$ cat src/rtl/ebpc_pkg.sv
// Shared symbol code constants, types and length helper for the EBPC symbol decode path.
package ebpc_pkg;

  localparam int unsigned DATA_W_P     = 8;
  localparam int unsigned BLOCK_SIZE_P = 8;
  localparam int unsigned LOG_DATA_W_P = $clog2(DATA_W_P);
  localparam int unsigned LOG_N_P      = $clog2(BLOCK_SIZE_P - 1);

  // Prefix codes, MSB first; a leading '1' marks an uncompressed plane.
  localparam logic [1:0] CODE_DBX0   = 2'b01;
  localparam logic [2:0] CODE_RUN    = 3'b001;
  localparam logic [4:0] CODE_ONES   = 5'b00000;
  localparam logic [4:0] CODE_DBP0   = 5'b00001;
  localparam logic [4:0] CODE_PAIR   = 5'b00010;
  localparam logic [4:0] CODE_SINGLE = 5'b00011;

  typedef logic [LOG_DATA_W_P:0] symb_len_t;

  typedef enum logic [1:0] {
    ST_IDLE,
    ST_PLANE,
    ST_RUN
  } state_e;

  function automatic int unsigned get_len(
    input logic [4:0]  prefix,
    input int unsigned log_data_w = LOG_DATA_W_P,
    input int unsigned log_n      = LOG_N_P,
    input int unsigned block_size = BLOCK_SIZE_P
  );
    if (prefix[4]) return block_size;
    if (prefix[4:3] == CODE_DBX0) return 2;
    if (prefix[4:2] == CODE_RUN) return 3 + log_data_w;
    if (prefix == CODE_ONES || prefix == CODE_DBP0) return 5;
    return 5 + log_n;
  endfunction

endpackage

$ cat src/rtl/symbol_decoder_p_expander.sv
// Combinational symbol expander: decodes the MSB-aligned symbol into a left-aligned DBX word,
// the direct-zero flag, zero-run length and symbol length.
module expander_p
  import ebpc_pkg::*;
#(
  parameter int unsigned DATA_W     = 8,
  parameter int unsigned BLOCK_SIZE = 8
) (
  input  logic [DATA_W-1:0]         data,
  output logic [DATA_W-1:0]         dbx,
  output logic                      is_dbp,
  output logic                      is_run,
  output logic [$clog2(DATA_W):0]   run_len,
  output logic [$clog2(DATA_W):0]   sym_len
);

  localparam int unsigned LOG_DATA_W = $clog2(DATA_W);
  localparam int unsigned LOG_N      = $clog2(BLOCK_SIZE - 1);
  localparam int unsigned PW         = BLOCK_SIZE - 1;
  localparam int unsigned PAD_W      = DATA_W - PW;

  typedef logic [LOG_DATA_W:0] len_t;

  logic [4:0]            prefix;
  logic [LOG_DATA_W-1:0] run_r;
  logic [LOG_N-1:0]      pos;
  logic [PW-1:0]         raw;
  logic [PW-1:0]         plane;

  assign prefix  = data[DATA_W-1 -: 5];
  assign run_r   = data[DATA_W-4 -: LOG_DATA_W];
  assign pos     = data[DATA_W-6 -: LOG_N];
  assign raw     = data[DATA_W-2 -: PW];
  assign sym_len = len_t'(get_len(prefix, LOG_DATA_W, LOG_N, BLOCK_SIZE));
  assign run_len = {1'b0, run_r} + 1'b1;

  // A pair at the top position shifts its second one past the plane and is dropped.
  always_comb begin
    plane  = '0;
    is_dbp = 1'b0;
    is_run = 1'b0;
    if (prefix[4]) begin
      plane = raw;
    end else if (prefix[4:3] == CODE_DBX0) begin
      plane = '0;
    end else if (prefix[4:2] == CODE_RUN) begin
      is_run = 1'b1;
    end else begin
      case (prefix)
        CODE_ONES:   plane = '1;
        CODE_DBP0:   is_dbp = 1'b1;
        CODE_PAIR:   plane = PW'(3) << pos;
        CODE_SINGLE: plane = PW'(1) << pos;
        default:     plane = '0;
      endcase
    end
  end

  assign dbx = {plane, {PAD_W{1'b0}}};

endmodule

$ cat src/rtl/symbol_decoder_p.sv
// BPC symbol decoder: emits a base word then DATA_W+1 delta bitplanes per block.
// Optional sticky error output enabled by SYMBOL_DECODER_ERR_EN.
module symbol_decoder_p
  import ebpc_pkg::*;
#(
  parameter int unsigned DATA_W     = 8,
  parameter int unsigned BLOCK_SIZE = 8
) (
  input  logic                     clk_i,
  input  logic                     rst_ni,
  input  logic                     clr_i,
  input  logic [DATA_W-1:0]        data_i,
  input  logic [$clog2(DATA_W):0]  fill_i,
  input  logic                     data_vld_i,
  output logic                     data_rdy_o,
  output logic [$clog2(DATA_W):0]  len_o,
  output logic [DATA_W-1:0]        data_o,
  output logic                     base_o,
  output logic                     last_o,
  output logic                     vld_o,
  input  logic                     rdy_i
`ifdef SYMBOL_DECODER_ERR_EN
  ,
  output logic                     err_o
`endif
);

  localparam int unsigned LOG_DATA_W = $clog2(DATA_W);
  localparam int unsigned N_PLANES   = DATA_W + 1;

  typedef logic [LOG_DATA_W:0] cnt_t;

  localparam cnt_t LAST_PLANE = cnt_t'(N_PLANES - 1);
  localparam cnt_t FULL_LEN   = cnt_t'(DATA_W);

  state_e            state_q;
  cnt_t              plane_cnt_q;
  cnt_t              run_cnt_q;
  logic [DATA_W-1:0] dbp_q;

  logic [DATA_W-1:0] dbx;
  logic [DATA_W-1:0] dbp;
  logic              is_dbp;
  logic              is_run;
  cnt_t              run_len;
  cnt_t              sym_len;
  cnt_t              need;
  logic              fill_ok;
  logic              hs;
  logic              is_last;

  expander_p #(
    .DATA_W     (DATA_W),
    .BLOCK_SIZE (BLOCK_SIZE)
  ) u_expander (
    .data    (data_i),
    .dbx     (dbx),
    .is_dbp  (is_dbp),
    .is_run  (is_run),
    .run_len (run_len),
    .sym_len (sym_len)
  );

  assign need    = (state_q == ST_IDLE) ? FULL_LEN : sym_len;
  assign fill_ok = fill_i >= need;
  assign hs      = data_vld_i && fill_ok && rdy_i && !clr_i;
  assign is_last = plane_cnt_q == LAST_PLANE;
  assign dbp     = is_dbp ? '0 : (dbx ^ dbp_q);

  // Outputs are decoded straight from state and window so a beat costs no latency.
  always_comb begin
    vld_o      = 1'b0;
    data_rdy_o = 1'b0;
    len_o      = FULL_LEN;
    data_o     = data_i;
    base_o     = 1'b0;
    last_o     = 1'b0;
    case (state_q)
      ST_IDLE: begin
        vld_o      = data_vld_i && fill_ok;
        data_rdy_o = rdy_i && fill_ok;
        base_o     = 1'b1;
      end
      ST_PLANE: begin
        vld_o      = data_vld_i && fill_ok;
        data_rdy_o = rdy_i && fill_ok;
        len_o      = sym_len;
        data_o     = dbp;
        last_o     = is_last;
      end
      ST_RUN: begin
        vld_o  = 1'b1;
        len_o  = '0;
        data_o = dbp_q;
        last_o = is_last;
      end
      default: begin
        vld_o = 1'b0;
      end
    endcase
    if (clr_i || !rst_ni) begin
      vld_o      = 1'b0;
      data_rdy_o = 1'b0;
    end
    if (!rst_ni) begin
      base_o = 1'b0;
      last_o = 1'b0;
    end
  end

  // Reaching the last plane ends the block even if a zero run still has planes left.
  always_ff @(posedge clk_i or negedge rst_ni) begin
    if (!rst_ni) begin
      state_q     <= ST_IDLE;
      plane_cnt_q <= '0;
      run_cnt_q   <= '0;
      dbp_q       <= '0;
    end else if (clr_i) begin
      state_q     <= ST_IDLE;
      plane_cnt_q <= '0;
      run_cnt_q   <= '0;
      dbp_q       <= '0;
    end else begin
      case (state_q)
        ST_IDLE: begin
          if (hs) begin
            state_q     <= ST_PLANE;
            plane_cnt_q <= '0;
          end
        end
        ST_PLANE: begin
          if (hs) begin
            if (is_last) begin
              state_q     <= ST_IDLE;
              plane_cnt_q <= '0;
              run_cnt_q   <= '0;
              dbp_q       <= '0;
            end else begin
              plane_cnt_q <= plane_cnt_q + 1'b1;
              dbp_q       <= dbp;
              if (is_run && run_len != '0) begin
                run_cnt_q <= run_len;
                state_q   <= ST_RUN;
              end
            end
          end
        end
        ST_RUN: begin
          if (rdy_i) begin
            if (is_last) begin
              state_q     <= ST_IDLE;
              plane_cnt_q <= '0;
              run_cnt_q   <= '0;
              dbp_q       <= '0;
            end else begin
              plane_cnt_q <= plane_cnt_q + 1'b1;
              run_cnt_q   <= run_cnt_q - 1'b1;
              if (run_cnt_q == cnt_t'(1)) state_q <= ST_PLANE;
            end
          end
        end
        default: state_q <= ST_IDLE;
      endcase
    end
  end

`ifdef SYMBOL_DECODER_ERR_EN
  localparam int unsigned LOG_N = $clog2(BLOCK_SIZE - 1);

  logic pair_oob;
  logic err_set;

  assign pair_oob = (data_i[DATA_W-1 -: 5] == CODE_PAIR) &&
                    (data_i[DATA_W-6 -: LOG_N] == LOG_N'(BLOCK_SIZE - 2));
  assign err_set  = (state_q == ST_PLANE && hs && (pair_oob || (is_run && is_last))) ||
                    (state_q == ST_RUN && rdy_i && is_last && run_cnt_q != cnt_t'(1));

  always_ff @(posedge clk_i or negedge rst_ni) begin
    if (!rst_ni)      err_o <= 1'b0;
    else if (clr_i)   err_o <= 1'b0;
    else if (err_set) err_o <= 1'b1;
  end
`endif

endmodule
$ cat config.mk
export PLATFORM = sky130hd
export DESIGN_NAME = symbol_decoder_p
export DESIGN_NICKNAME = d
export VERILOG_FILES = /design/src/rtl/ebpc_pkg.sv /design/src/rtl/symbol_decoder_p_expander.sv /design/src/rtl/symbol_decoder_p.sv
export SDC_FILE = /design/constraint.sdc
export NUM_CORES = 1
export LEC_CHECK = 0
export ABC_AREA = 1
export BUFFER_PORTS_ARGS = -buffer_cell sky130_fd_sc_hd__buf_2
export CAP_MARGIN = 20
export CORE_ASPECT_RATIO = 0.75
export CORE_MARGIN = 8
export CORE_UTILIZATION = 40
export CTS_BUF_LIST = sky130_fd_sc_hd__clkbuf_16
export DETAILED_ROUTE_END_ITERATION = 10
export SETUP_SLACK_MARGIN = 0.05
export SLEW_MARGIN = 20
export SYNTH_ARGS = -nofsm -noshare
export SYNTH_HDL_FRONTEND = slang
export SYNTH_SLANG_ARGS = --single-unit
$ cat constraint.sdc
create_clock -name clk_i -period 3.05 [get_ports clk_i]
set_clock_uncertainty 0.2 [all_clocks]
set_input_delay 0.1525 -clock clk_i [delete_from_list [all_inputs] [get_ports clk_i]]
set_output_delay 0.1525 -clock clk_i [all_outputs]
set_load 0.01 [all_outputs]
==> impl_metrics.csv <==
group,metric,value,unit
outcome,status,"complete, no violations",
power,p_leak,1.18,nW
clock_tree,cts_tree,"done",
worst_setup_path,startpoint,"state_q[1]$_DFFE_PN0P_",
floorplanning,dieArea,7140,um^2
yosys,yosysWarnings,0,
sta,min_period,2.71,ns
sta,finalSetupViolCount,0,
route,vias,2037,
yosys,syn_area_per_cell,6.45,um^2
worst_setup_path,crit_path_start_kind,"flop",
hold_path,hold_class,"in -> reg",
route,wirelength,5520,um
clock_tree,path_clk_slew,0.06,ns
yosys,netlist_instances,290,
power,seq_power_share,24.9,%
power,p_sw,0.782,mW
yosys,syn-num-nets,320,
sta,setup_ws,0.337,ns
clock_tree,cts_made_buffers,3,
worst_setup_path,cp-end-kind,"flop",
global_route,grt_pass1_vias,1875,
global_route,grt_max_degree,21,
finish,stdcell_area,2170,um^2
sta,rsz0062_at_grt,"no",
placed_design,dp_slack,0.401,ns
floorplanning,die_w,94.9,um
placed_design,gp_congestion,0.961,
job,maxCapViolations,0,
placed_design,hpwlAfterDp,4330,um
worst_setup_path,path_cells,"inv_1 > ha_1 > inv_1 > nand2_1 > ha_1 > nand2_1 > nand2_1 > nand2_1 > nand3_1 > nand3_2 > nand3_2 > nand4_1 > inv_1 > nand2_1 > nand2_1",
yosys,syn-cell-area,1870,um^2
placed_design,postPlaceCellArea,2080,um^2
floorplanning,rows,21,
worst_setup_path,path_buf_inv,3,
worst_setup_path,arrival,2.65,ns
hold_path,hold_depth,4,
route,firstDrtPassIters,5,
finish,layout.nets,355,
sta,fmax,369,MHz
floorplanning,num_io_pins,33,
worst_setup_path,slowest_stage,"dfrtp_1",
yosys,netlist-cell-type-count,30,
worst_setup_path,cp.required,2.99,ns
power,clkPwrFrac,16.8,%
clock_tree,insertion_delay,0.25,ns
floorplanning,design.core.area,4470,um^2
sta,post-route-period-util,88.9,%
clock_tree,htreeDepth,1,
yosys,yosys_register_bits,18,
global_route,grt_usage,16.1,%
worst_setup_path,crit_top_cell,"nand2_1",
global_route,grt_pass1_wl,9140,um
worst_setup_path,cp_top_family,"simple AND/OR/NAND/NOR gates",
finish,antenna_cells,0,
power,cell_internal_pwr,0.816,mW
finish,area_growth,16.1,%
route,routed_via_density,5.36,
global_route,grt_overflow,0,
sta,tns,0,ns
finish,fin_cells,380,
finish,drive_gt1_share,16.7,%
power,p_per_area,737,nW/um^2
clock_tree,cts_root_buf,"clkbuf_16",
worst_setup_path,r2r_cells,15,
route,first_iter_violations,256,
hold_path,hold_path.startpoint,"clr_i",
worst_setup_path,r2r_setup_slack,0.34,ns
power,switching_share,48.9,%
route,wire_per_inst,14.5,um
sta,hold_viol,0,
sta,tightest_slew,0.556,ns
worst_setup_path,reg2reg_from,"state_q[1]$_DFFE_PN0P_",
worst_setup_path,crit_fanout,7,
sta,relSlewSlack,63.0,%
clock_tree,cts.path.max_buffers,2,
worst_setup_path,max_stage_delay,0.43,ns
clock_tree,ctsResizeCount,0,
power,pwr-share-comb,58.2,%
yosys,seq_area_frac_synth,24.1,%
clock_tree,cts_num_sinks,18,
sta,timing.final.max_slew_violations,0,
floorplanning,start_util,41.8,%
placed_design,dp.cells,376,
hold_path,hold_path_end,"plane_cnt_q[1]$_DFFE_PN0P_",
worst_setup_path,r2r_end,"dbp_q[5]$_DFFE_PN0P_",
global_route,grt_antenna_before_repair,0,
worst_setup_path,worstSetupPathType,"reg -> reg",
route,postRouteAntennaNets,0,
floorplanning,die_h,75.2,um
power,irDropWorstVdd,0.379,mV
route,drcViolationCount,0,
placed_design,portBuffers,32,
==> logic make-up after synthesis <==
kind of cell	count (synthesis)	synth area share [%]
simple gates	160	41.0
compound gates	48	14.4
buf+inv	47	9.97
flops	18	24.1
fa+ha+maj	13	8.70
xor+xnor	4	1.87
==> state kept, by name (all words and copies together), names as in the netlist <==
| signal | cells |
|---|---|
| dbp_q | 8 |
| run_cnt_q | 4 |
| plane_cnt_q | 4 |
| state_q | 2 |
==> through the flow <==
stage / total power, mW / hold WS (ns) / util, %
floorplan: 1.04 / -0.343 / -
CTS: 1.60 / 0.0980 / 48.6
global route: 1.76 / 0.149 / 48.6
detailed placement: 1.32 / -0.0501 / 46.7
finish: 1.60 / 0.0977 / 48.6
global placement: 1.32 / -0.0519 / 46.7
==> cells in the mapped netlist, drive strengths merged <==
library cell | n | share of area (%)
a21oi | 14 | 3.7
nand4 | 6 | 2.0
clkbuf | 1 | 0.20
a21boi | 1 | 0.40
ha | 13 | 8.7
buf | 2 | 0.67
nand3 | 33 | 10
inv | 44 | 9.1
o21bai | 4 | 1.6
a31oi | 1 | 0.33
xor2 | 2 | 0.94
xnor2 | 2 | 0.94
o21ai | 21 | 5.6
dfrtp | 18 | 24
o2111ai | 2 | 0.94
nand3b | 1 | 1.1
a22oi | 1 | 0.40
nand2 | 82 | 17
o22ai | 4 | 1.3
nor2 | 31 | 8.7
nor3 | 7 | 1.9
==> tightest hold or removal path: stages <==
cell     delay (ns)
buf_2          0.15
nor2_1         0.07
nand2_1        0.05
o21ai_0        0.07
==> worst max-delay path by stage <==
stage | depth (start not counted) | slack (ns) | endpoint
6_report | 15 | 0.34 | dbp_q[5]$_DFFE_PN0P_
3_5_place_dp | 15 | 0.40 | dbp_q[5]$_DFFE_PN0P_
2_1_floorplan | 16 | 0.77 | run_cnt_q[0]$_DFFE_PN0P_
4_1_cts | 15 | 0.37 | dbp_q[5]$_DFFE_PN0P_
3_3_place_gp | 13 | 0.46 | dbp_q[7]$_DFFE_PN0P_
5_1_grt | 14 | 0.07 | run_cnt_q[0]$_DFFE_PN0P_
==> routing by layer <==
metal / GRT usage (%) / routed length [um]
met5: 0 / 0
met4: 2.24 / 24
met3: 3.88 / 395
met2: 23.5 / 2180
met1: 23.5 / 2920
==> repair_timing <==
item / 4_1_cts / 5_1_grt
hold endpoints to repair: 18 / 0
hold buffers: 1 / 0
setup buffers: 0 / 0
==> cell type report <==
class | count | area, um^2
repair buffers | 33 | 170
well taps | 57 | 71.3
inverters | 44 | 170
clock buffers | 3 | 75.1
fillers | 462 | 2300
multi-input cells | 225 | 1230
flip-flops and latches | 18 | 450
==> power by group through the flow <==
stage	Sequential [mW]	Clock, mW	Combinational [mW]
2_1_floorplan	0.383	0	0.655
3_3_place_gp	0.399	0	0.924
3_5_place_dp	0.401	0	0.923
4_1_cts	0.397	0.276	0.930
5_1_grt	0.410	0.286	1.06
6_report	0.399	0.269	0.931
==> placed cells by master (no fill, tap or decap), drive strengths merged <==
cell and count:
dlygate4sd3 1, a21oi 14, o2111ai 2, nand4 6, o21ai 21, a31oi 1
nand3b 1, nor2 31, buf 32, xnor2 2, o22ai 4, nor3 7
ha 13, xor2 2, clkbuf 3, a21boi 1, o21bai 4, nand2 82
a22oi 1, inv 44, dfrtp 18, nand3 33
No activity file was read; power rests on OpenSTA's default activity.
